File: src/rtl/wb_regfile_pkg.sv
// ============================================================================
// wb_regfile_pkg : shared constants, IR field bounds and write-data select type
// Rev 1.0
// ============================================================================
`default_nettype none

package wb_regfile_pkg;

    localparam int unsigned XLEN  = 32;
    localparam int unsigned AW    = 5;
    localparam int unsigned NREGS = 32;

    localparam logic [AW-1:0] REG_RA   = 5'd31;
    localparam logic [AW-1:0] REG_ZERO = 5'd0;

    localparam int RS_MSB = 25;
    localparam int RS_LSB = 21;
    localparam int RT_MSB = 20;
    localparam int RT_LSB = 16;
    localparam int RD_MSB = 15;
    localparam int RD_LSB = 11;

    typedef enum logic [1:0] {
        WD_ALU  = 2'd0,
        WD_MEM  = 2'd1,
        WD_LINK = 2'd2
    } wd_sel_e;

    // Link has priority over the load/ALU choice.
    function automatic wd_sel_e wd_select(input logic jal, input logic mem_to_reg);
        if (jal)
            return WD_LINK;
        else if (mem_to_reg)
            return WD_MEM;
        else
            return WD_ALU;
    endfunction

endpackage

`default_nettype wire

File: src/rtl/regfile_2r1w.sv
// ============================================================================
// regfile_2r1w : 2-read / 1-write register array, async reset, entry 0 fixed at 0
// Rev 1.0
// ============================================================================
`default_nettype none

module regfile_2r1w
    import wb_regfile_pkg::*;
#(
    parameter int unsigned DW = XLEN,
    parameter int unsigned NR = NREGS
) (
    input  logic                  i_clk,
    input  logic                  i_rst,
    input  logic                  i_we,
    input  logic [$clog2(NR)-1:0] i_wa,
    input  logic [DW-1:0]         i_wd,
    input  logic [$clog2(NR)-1:0] i_ra1,
    input  logic [$clog2(NR)-1:0] i_ra2,
    output logic [DW-1:0]         o_rd1,
    output logic [DW-1:0]         o_rd2
);

    localparam int unsigned A = $clog2(NR);

    logic [DW-1:0] r_mem [NR];

    // Entry 0 is only ever touched by reset, so it stays zero.
    always_ff @(posedge i_clk or posedge i_rst) begin
        if (i_rst) begin
            for (int i = 0; i < int'(NR); i++)
                r_mem[i] <= '0;
        end else if (i_we && (i_wa != '0)) begin
            r_mem[i_wa] <= i_wd;
        end
    end

    assign o_rd1 = (i_ra1 == A'(0)) ? '0 : r_mem[i_ra1];
    assign o_rd2 = (i_ra2 == A'(0)) ? '0 : r_mem[i_ra2];

endmodule

`default_nettype wire

File: src/rtl/wb_regfile.sv
// ============================================================================
// wb_regfile : write-back stage + register file (dest/data mux, counter).
// Optional macro WB_BYPASS_EN enables write-through reads. Rev 1.0
// ============================================================================
`default_nettype none

module wb_regfile
    import wb_regfile_pkg::*;
(
    input  logic        CLK,
    input  logic        RST,
    input  logic        MemToReg,
    input  logic        JAL,
    input  logic        RegW,
    input  logic        RegDst,
    input  logic        OF,
    input  logic [31:0] NPC1,
    input  logic [31:0] ALUOut,
    input  logic [31:0] MemOut,
    input  logic [31:0] IR,
    input  logic [4:0]  RA1,
    input  logic [4:0]  RA2,
    output logic [31:0] RD1,
    output logic [31:0] RD2,
    output logic        WB_WE,
    output logic [4:0]  WB_WA,
    output logic [31:0] WB_WD,
    output logic [31:0] WrCnt
);

    logic [AW-1:0]   w_wa;
    logic [XLEN-1:0] w_wd;
    logic            w_we;
    wd_sel_e         w_wd_sel;
    logic [XLEN-1:0] w_rf_rd1;
    logic [XLEN-1:0] w_rf_rd2;
    logic [XLEN-1:0] r_wr_cnt;

    always_comb begin
        w_wa = IR[RT_MSB:RT_LSB];
        if (JAL)
            w_wa = REG_RA;
        else if (RegDst)
            w_wa = IR[RD_MSB:RD_LSB];
    end

    assign w_wd_sel = wd_select(JAL, MemToReg);

    always_comb begin
        w_wd = ALUOut;
        case (w_wd_sel)
            WD_LINK: w_wd = NPC1;
            WD_MEM:  w_wd = MemOut;
            default: w_wd = ALUOut;
        endcase
    end

    // Overflow kills the write even for a link.
    assign w_we = (RegW | JAL) & ~OF & (w_wa != REG_ZERO);

    regfile_2r1w #(
        .DW (XLEN),
        .NR (NREGS)
    ) u_rf (
        .i_clk (CLK),
        .i_rst (RST),
        .i_we  (w_we),
        .i_wa  (w_wa),
        .i_wd  (w_wd),
        .i_ra1 (RA1),
        .i_ra2 (RA2),
        .o_rd1 (w_rf_rd1),
        .o_rd2 (w_rf_rd2)
    );

`ifdef WB_BYPASS_EN
    assign RD1 = (w_we && (RA1 == w_wa)) ? w_wd : w_rf_rd1;
    assign RD2 = (w_we && (RA2 == w_wa)) ? w_wd : w_rf_rd2;
`else
    assign RD1 = w_rf_rd1;
    assign RD2 = w_rf_rd2;
`endif

    always_ff @(posedge CLK or posedge RST) begin
        if (RST)
            r_wr_cnt <= '0;
        else if (w_we)
            r_wr_cnt <= r_wr_cnt + 32'd1;
    end

    assign WB_WE = w_we;
    assign WB_WA = w_wa;
    assign WB_WD = w_wd;
    assign WrCnt = r_wr_cnt;

endmodule

`default_nettype wire
File: config.mk
export PLATFORM = sky130hd
export DESIGN_NAME = wb_regfile
export DESIGN_NICKNAME = d
export VERILOG_FILES = /design/src/rtl/wb_regfile_pkg.sv /design/src/rtl/regfile_2r1w.sv /design/src/rtl/wb_regfile.sv
export SDC_FILE = /design/constraint.sdc
export NUM_CORES = 2
export LEC_CHECK = 0
export ABC_AREA = 1
export CAP_MARGIN = 20
export CORE_AREA = 4 4 498 500
export DETAILED_ROUTE_END_ITERATION = 10
export DIE_AREA = 0 0 502 504
export GPL_TIMING_DRIVEN = 0
export PLACE_DENSITY_LB_ADDON = 0.05
export SLEW_MARGIN = 20
export SYNTH_ARGS = -nofsm -noshare
export SYNTH_HDL_FRONTEND = slang
export SYNTH_SLANG_ARGS = --single-unit
File: constraint.sdc
create_clock -name CLK -period 43.5 [get_ports CLK]
set_clock_uncertainty 0.1 [all_clocks]
set_input_delay 6.525 -clock CLK [delete_from_list [all_inputs] [get_ports CLK]]
set_output_delay 6.525 -clock CLK [all_outputs]
set_load 0.01 [all_outputs]
### Word level (Yosys, flattened, before mapping)

Index checks and enable logic that the tools add are counted.

* register bits after elaboration: 1056
* output and inout port bits: 134
* bits in latches: 0
* memory bits (writable): 0
* bits of input ports: 145
* bits in read-only memories: 0
* memories: 0

* muxes and demuxes: 16
* bitwise logic cells: 7
* multipliers: 0
* reduce and logical (&&, ||, !) cells: 5
* shift operators: 0
* divide/modulo/power cells: 0
* add/subtract/negate cells: 1
* eq/ne operators: 2
* order comparisons: 4

Operators with widths (number)
* 1024-bit bitwise mux: 1
* 32-bit binary-select mux with 5-bit select: 2
* 32-bit 2-to-1 mux: 7
* 32-bit demux with 5-bit select: 1
* 32-bit case mux with 2 select lines: 1
* 32-bit by 1-bit adder with 32-bit output, second input constant: 1
* 6-bit >= comparator, second input constant: 3
* 5-bit NOT with 6-bit output: 3
* 5-bit logical NOT: 2
* 5-bit 2-to-1 mux: 2
* 6-bit by 1-bit < comparator with 1-bit output, second input constant: 1
* 5-bit nonzero test: 1
* 1-bit AND: 2
* 2-bit by 1-bit equality test with 1-bit output, second input constant: 1
* 2-bit equality test, second input constant: 1
* 1-bit logical AND: 2
* 2-bit 2-to-1 mux: 1
* 1-bit 2-to-1 mux: 1
* 1-bit NOT: 1
* 1-bit OR: 1

### Logic depth before layout (Yosys ltp)

* word-level depth: 8
* mapped depth: 12
* depth with buffers taken out: 10

### Cells and area by module

A second synthesis with hierarchy kept.

* cells, all modules: 8859
* area total of the unflattened synthesis: 59927.5 µm²

Modules (own cells, without submodules)
* regfile_2r1w: instances 1, area an instance 56920.8 µm², cells an instance 8358
* wb_regfile: instances 1, area an instance 3006.6 µm², cells an instance 501

### Least setup slack after synthesis

Ideal clock, no wire load.

* kind: in2out
* start point: input port RA1[1]
* end point: output port RD1[10]
* buffers on the path: 4
* stages on the path: 11
* data arrival time: 8.065 ns
* setup slack: 28.810 ns
* cell sequence: clkbuf_1 inv_1 clkbuf_1 clkbuf_1 clkbuf_1 a21oi_1 o21ai_0 a21oi_1 nor2_1 nor2_1 nor2_1

* longest elaborated chain between the ends: 5

RTL lines
* start: declaration: RTL line wb_regfile.sv:21 `input logic [4:0] RA1,`
* 5-bit NOT with 6-bit output (implied by the code): RTL line regfile_2r1w.sv:38 `assign o_rd1 = (i_ra1 == A'(0)) ? '0 : r_mem[i_ra1];`
* 32-bit binary-select mux with 5-bit select: RTL line regfile_2r1w.sv:38
* 32-bit 2-to-1 mux (implied by the code) (2 in series): RTL line regfile_2r1w.sv:38
* 32-bit 2-to-1 mux *: RTL line regfile_2r1w.sv:38
* end: declaration: RTL line wb_regfile.sv:23 `output logic [31:0] RD1,`

Every way passes the cells marked *; elsewhere a longest branch is shown, timed or not. The select of a mux whose other input is x is not followed.

### Worst setup path in the final report

* start point: input port RA2[2]
* end point: output port RD2[12]

* longest elaborated chain between the ends: 5

RTL lines
* start: declaration: RTL line wb_regfile.sv:22 `input logic [4:0] RA2,`
* 5-bit NOT with 6-bit output (implied by the code): RTL line regfile_2r1w.sv:39 `assign o_rd2 = (i_ra2 == A'(0)) ? '0 : r_mem[i_ra2];`
* 32-bit binary-select mux with 5-bit select: RTL line regfile_2r1w.sv:39
* 32-bit 2-to-1 mux (implied by the code) (2 in series): RTL line regfile_2r1w.sv:39
* 32-bit 2-to-1 mux *: RTL line regfile_2r1w.sv:39
* end: declaration: RTL line wb_regfile.sv:24 `output logic [31:0] RD2,`

Marked as above.

==> impl_metrics.csv <==
group,metric,value,unit
run_status,status,"completed",
floorplanning,boundaryPins,279,
clock_network,cts_root_buffer,"clkbuf_16",
grt,grt_pass1_vias,66700,
grt,track_usage,36.8,%
floorplanning,die_y,504,um
synthesis,postSynthCellCount,9185,
floorplanning,start_util,24.9,%
layout,drive_gt1_share,5.26,%
sta,max_slew_margin,12.5,%
grt,grt_max_degree,94,
sta,tns,0,ns
clock_network,cts_hold_buf,0,
synthesis,synth_area_leaders,"dfrtp_1 (44%), nand2_1 (25%), nand3_1 (12%)",
clock_network,clk_pin_slew,0.05,ns
grt,antenna_found_initial,62,
worst_setup_path,critPathArrivalTime,11.83,ns
synthesis,synth_common_cells,"nand2_1 (4004), nand3_1 (1478), dfrtp_1 (1056), o21ai_0 (958), clkbuf_1 (693)",
detailed_routing,wire_per_inst,37.0,um
synthesis,yosysMostFrequentCell,"nand2_1",
detailed_routing,vias_per_cell,5.55,
synthesis,synth_area_leader_cell,"dfrtp_1",
clock_network,clockBufferDepth,3,
place,gp_congestion,0.994,
synthesis,yosysSeqAreaShare,43.6,%
layout,fin_nets,9786,
sta,finalHoldViolCount,0,
worst_setup_path,startpoint_type,"input port",
clock_network,cts_tree,"built",
place,hpwl,367000,um
synthesis,syn-num-nets,9331,
synthesis,avgSynthCellArea,6.59,um^2
clock_network,clock-sinks,1056,
sta,rsz0062_at_grt,"no",
synthesis,ys.flop_type,"dfrtp_1",
grt,overflow,0,
synthesis,synth-edff-count,0,
pwr,ir_drop,0.0387,mV
sta,whs,0.383,ns
floorplanning,die_width,502,um
hold_path,hold_depth,1,
floorplanning,core_area,243000,um^2
grt,grt_pass1_wl,630000,um
synthesis,synthArstFlopShare,100,%
pwr,power_leakage,33.7,nW
synthesis,ys_ff_latch,1056,
detailed_routing,finalWirelength,480000,um
sta,tightest_slew,1.31,ns
floorplanning,die_area,253000,um^2
floorplanning,rows,181,
detailed_routing,ant_nets,0,
detailed_routing,drt-initial-drc-count,10500,
synthesis,synth_cell_types,25,
sta,layout_min_cycle_time,18.46,ns
synthesis,synth_top_area_share,43.6,%
clock_network,post-cts-setup-buffers,0,
run,cap_violations,0,
synthesis,yosys_warnings,0,
clock_network,clkLatencyLatePin,0.83,ns
worst_setup_path,endpoint_kind,"primary output",
worst_setup_path,path_max_fanout,10,
sta,maxSlewViolCount,0,
clock_network,post_cts_resized,0,
hold_path,hold_path_class,"register to register",
sta,min_period_over_period,42.4,%
pwr,power_per_cell_area,45.7,nW/um^2
place,portBuffers,246,
worst_setup_path,crit_type,"input port to primary output",
synthesis,synth_area,60600,um^2
layout,area_growth,21.2,%
sta,setup_violations,0,
worst_setup_path,crit_required,36.88,ns
clock_network,htreeDepth,4,
detailed_routing,routed-via-count,72000,
detailed_routing,dr.pass1.iters,7,
sta,clock.fmax,54.2,MHz
detailed_routing,drc,0,
clock_network,numCtsBuffers,146,
worst_setup_path,worst-r2r-cell-count,10,
## area by class of cell
cell class	count	area, um^2
diodes	27	67.6
multi-input cells	7162	30500
plain buffers	813	3320
fillers	26900	170000
inverters	154	586
clock buffers	219	4360
well taps	3202	4010
flip-flops and latches	1056	26400
repair buffers	307	3770
clock inverters	30	384
## critical path, stage by stage
cell and delay, ns:
clkbuf_2 0.54, clkinv_1 1.02, clkbuf_1 0.72, buf_1 0.54
a21oi_1 0.62, nor2_1 0.08, nor2_1 0.88, nor2_1 0.27
clkdlybuf4s50_1 0.56
## power by group
group / internal (mW) / leakage, nW / switching (mW) / total (mW)
clock network: 0.734 / 2.33 / 0.523 / 1.26
logic: 0.227 / 17.4 / 0.559 / 0.786
registers: 1.15 / 14.0 / 0.162 / 1.31
total: 2.11 / 33.7 / 1.24 / 3.35
## per-layer routing
layer	up-vias	share of wire (%)	track usage [%]
met4	12	6.9	21.3
met1	35800	41	48.0
met2	4425	43	54.8
met5	-	0.017	0
li1	30600	-	-
met3	1118	9.5	9.50
## worst paths after layout
check                                 from               to  slack [ns]
hold / removal             u_rf.r_mem[999]  u_rf.r_mem[999]        0.38
setup reg to reg                  WrCnt[0]        WrCnt[28]       41.20
max in group asynchronous              RST  u_rf.r_mem[232]       34.33
hold reg to reg            u_rf.r_mem[999]  u_rf.r_mem[999]        0.38
min in group asynchronous              RST  u_rf.r_mem[887]        5.98
setup / recovery                    RA2[2]          RD2[12]       25.04
## registers in the layout (all words and copies together) (netlist names)
register	cells
WrCnt	32
u_rf.r_mem	1024
## per-stage QoR
| stage | std cells | util [%] | area (um^2) | power (mW) | setup WS (ns) |
|---|---|---|---|---|---|
| after floorplan | 9185 | - | 60600 | 1.67 | 7.15 |
| after global placement | 12600 | 27.6 | 67000 | 2.06 | -11.37 |
| after detailed placement | 12700 | 28.2 | 68500 | 2.07 | 25.57 |
| after CTS | 12900 | 30.1 | 73300 | 3.33 | 25.56 |
| after global routing | 12900 | 30.2 | 73300 | 3.47 | 25.40 |
| final | 13000 | 30.2 | 73400 | 3.35 | 25.04 |
## cell families after synthesis
| family | count (synthesis) | share of synthesized area (%) |
|---|---|---|
| AND/OR/NAND/NOR | 5925 | 40.0 |
| flip-flops | 1056 | 43.6 |
| XOR/XNOR | 14 | 0.202 |
| adder cells (fa/ha/maj) | 1 | 0.0207 |
| AO/OA/AOI/OAI | 1222 | 10.1 |
| buffers and inverters | 967 | 6.09 |
## layout by cell type, fill, tap and decap left out, types with 7 or more instances in the layout
cell	count
inv_1	142
o21ai_0	958
xor2_1	11
nand2_1	4004
clkbuf_16	152
clkbuf_8	30
bufinv_16	8
clkinv_2	14
buf_16	32
buf_8	8
buf_12	8
buf_2	66
nand3_1	1478
nor2_1	395
nand4_1	9
clkbuf_2	147
nor2_2	7
dfrtp_1	1056
buf_1	54
clkbuf_1	583
buf_6	13
diode_2	27
clkdlybuf4s50_1	246
inv_2	8
nor3_1	17
o21ai_1	26
a21oi_1	238
No activity file was read; power rests on OpenSTA's default activity.
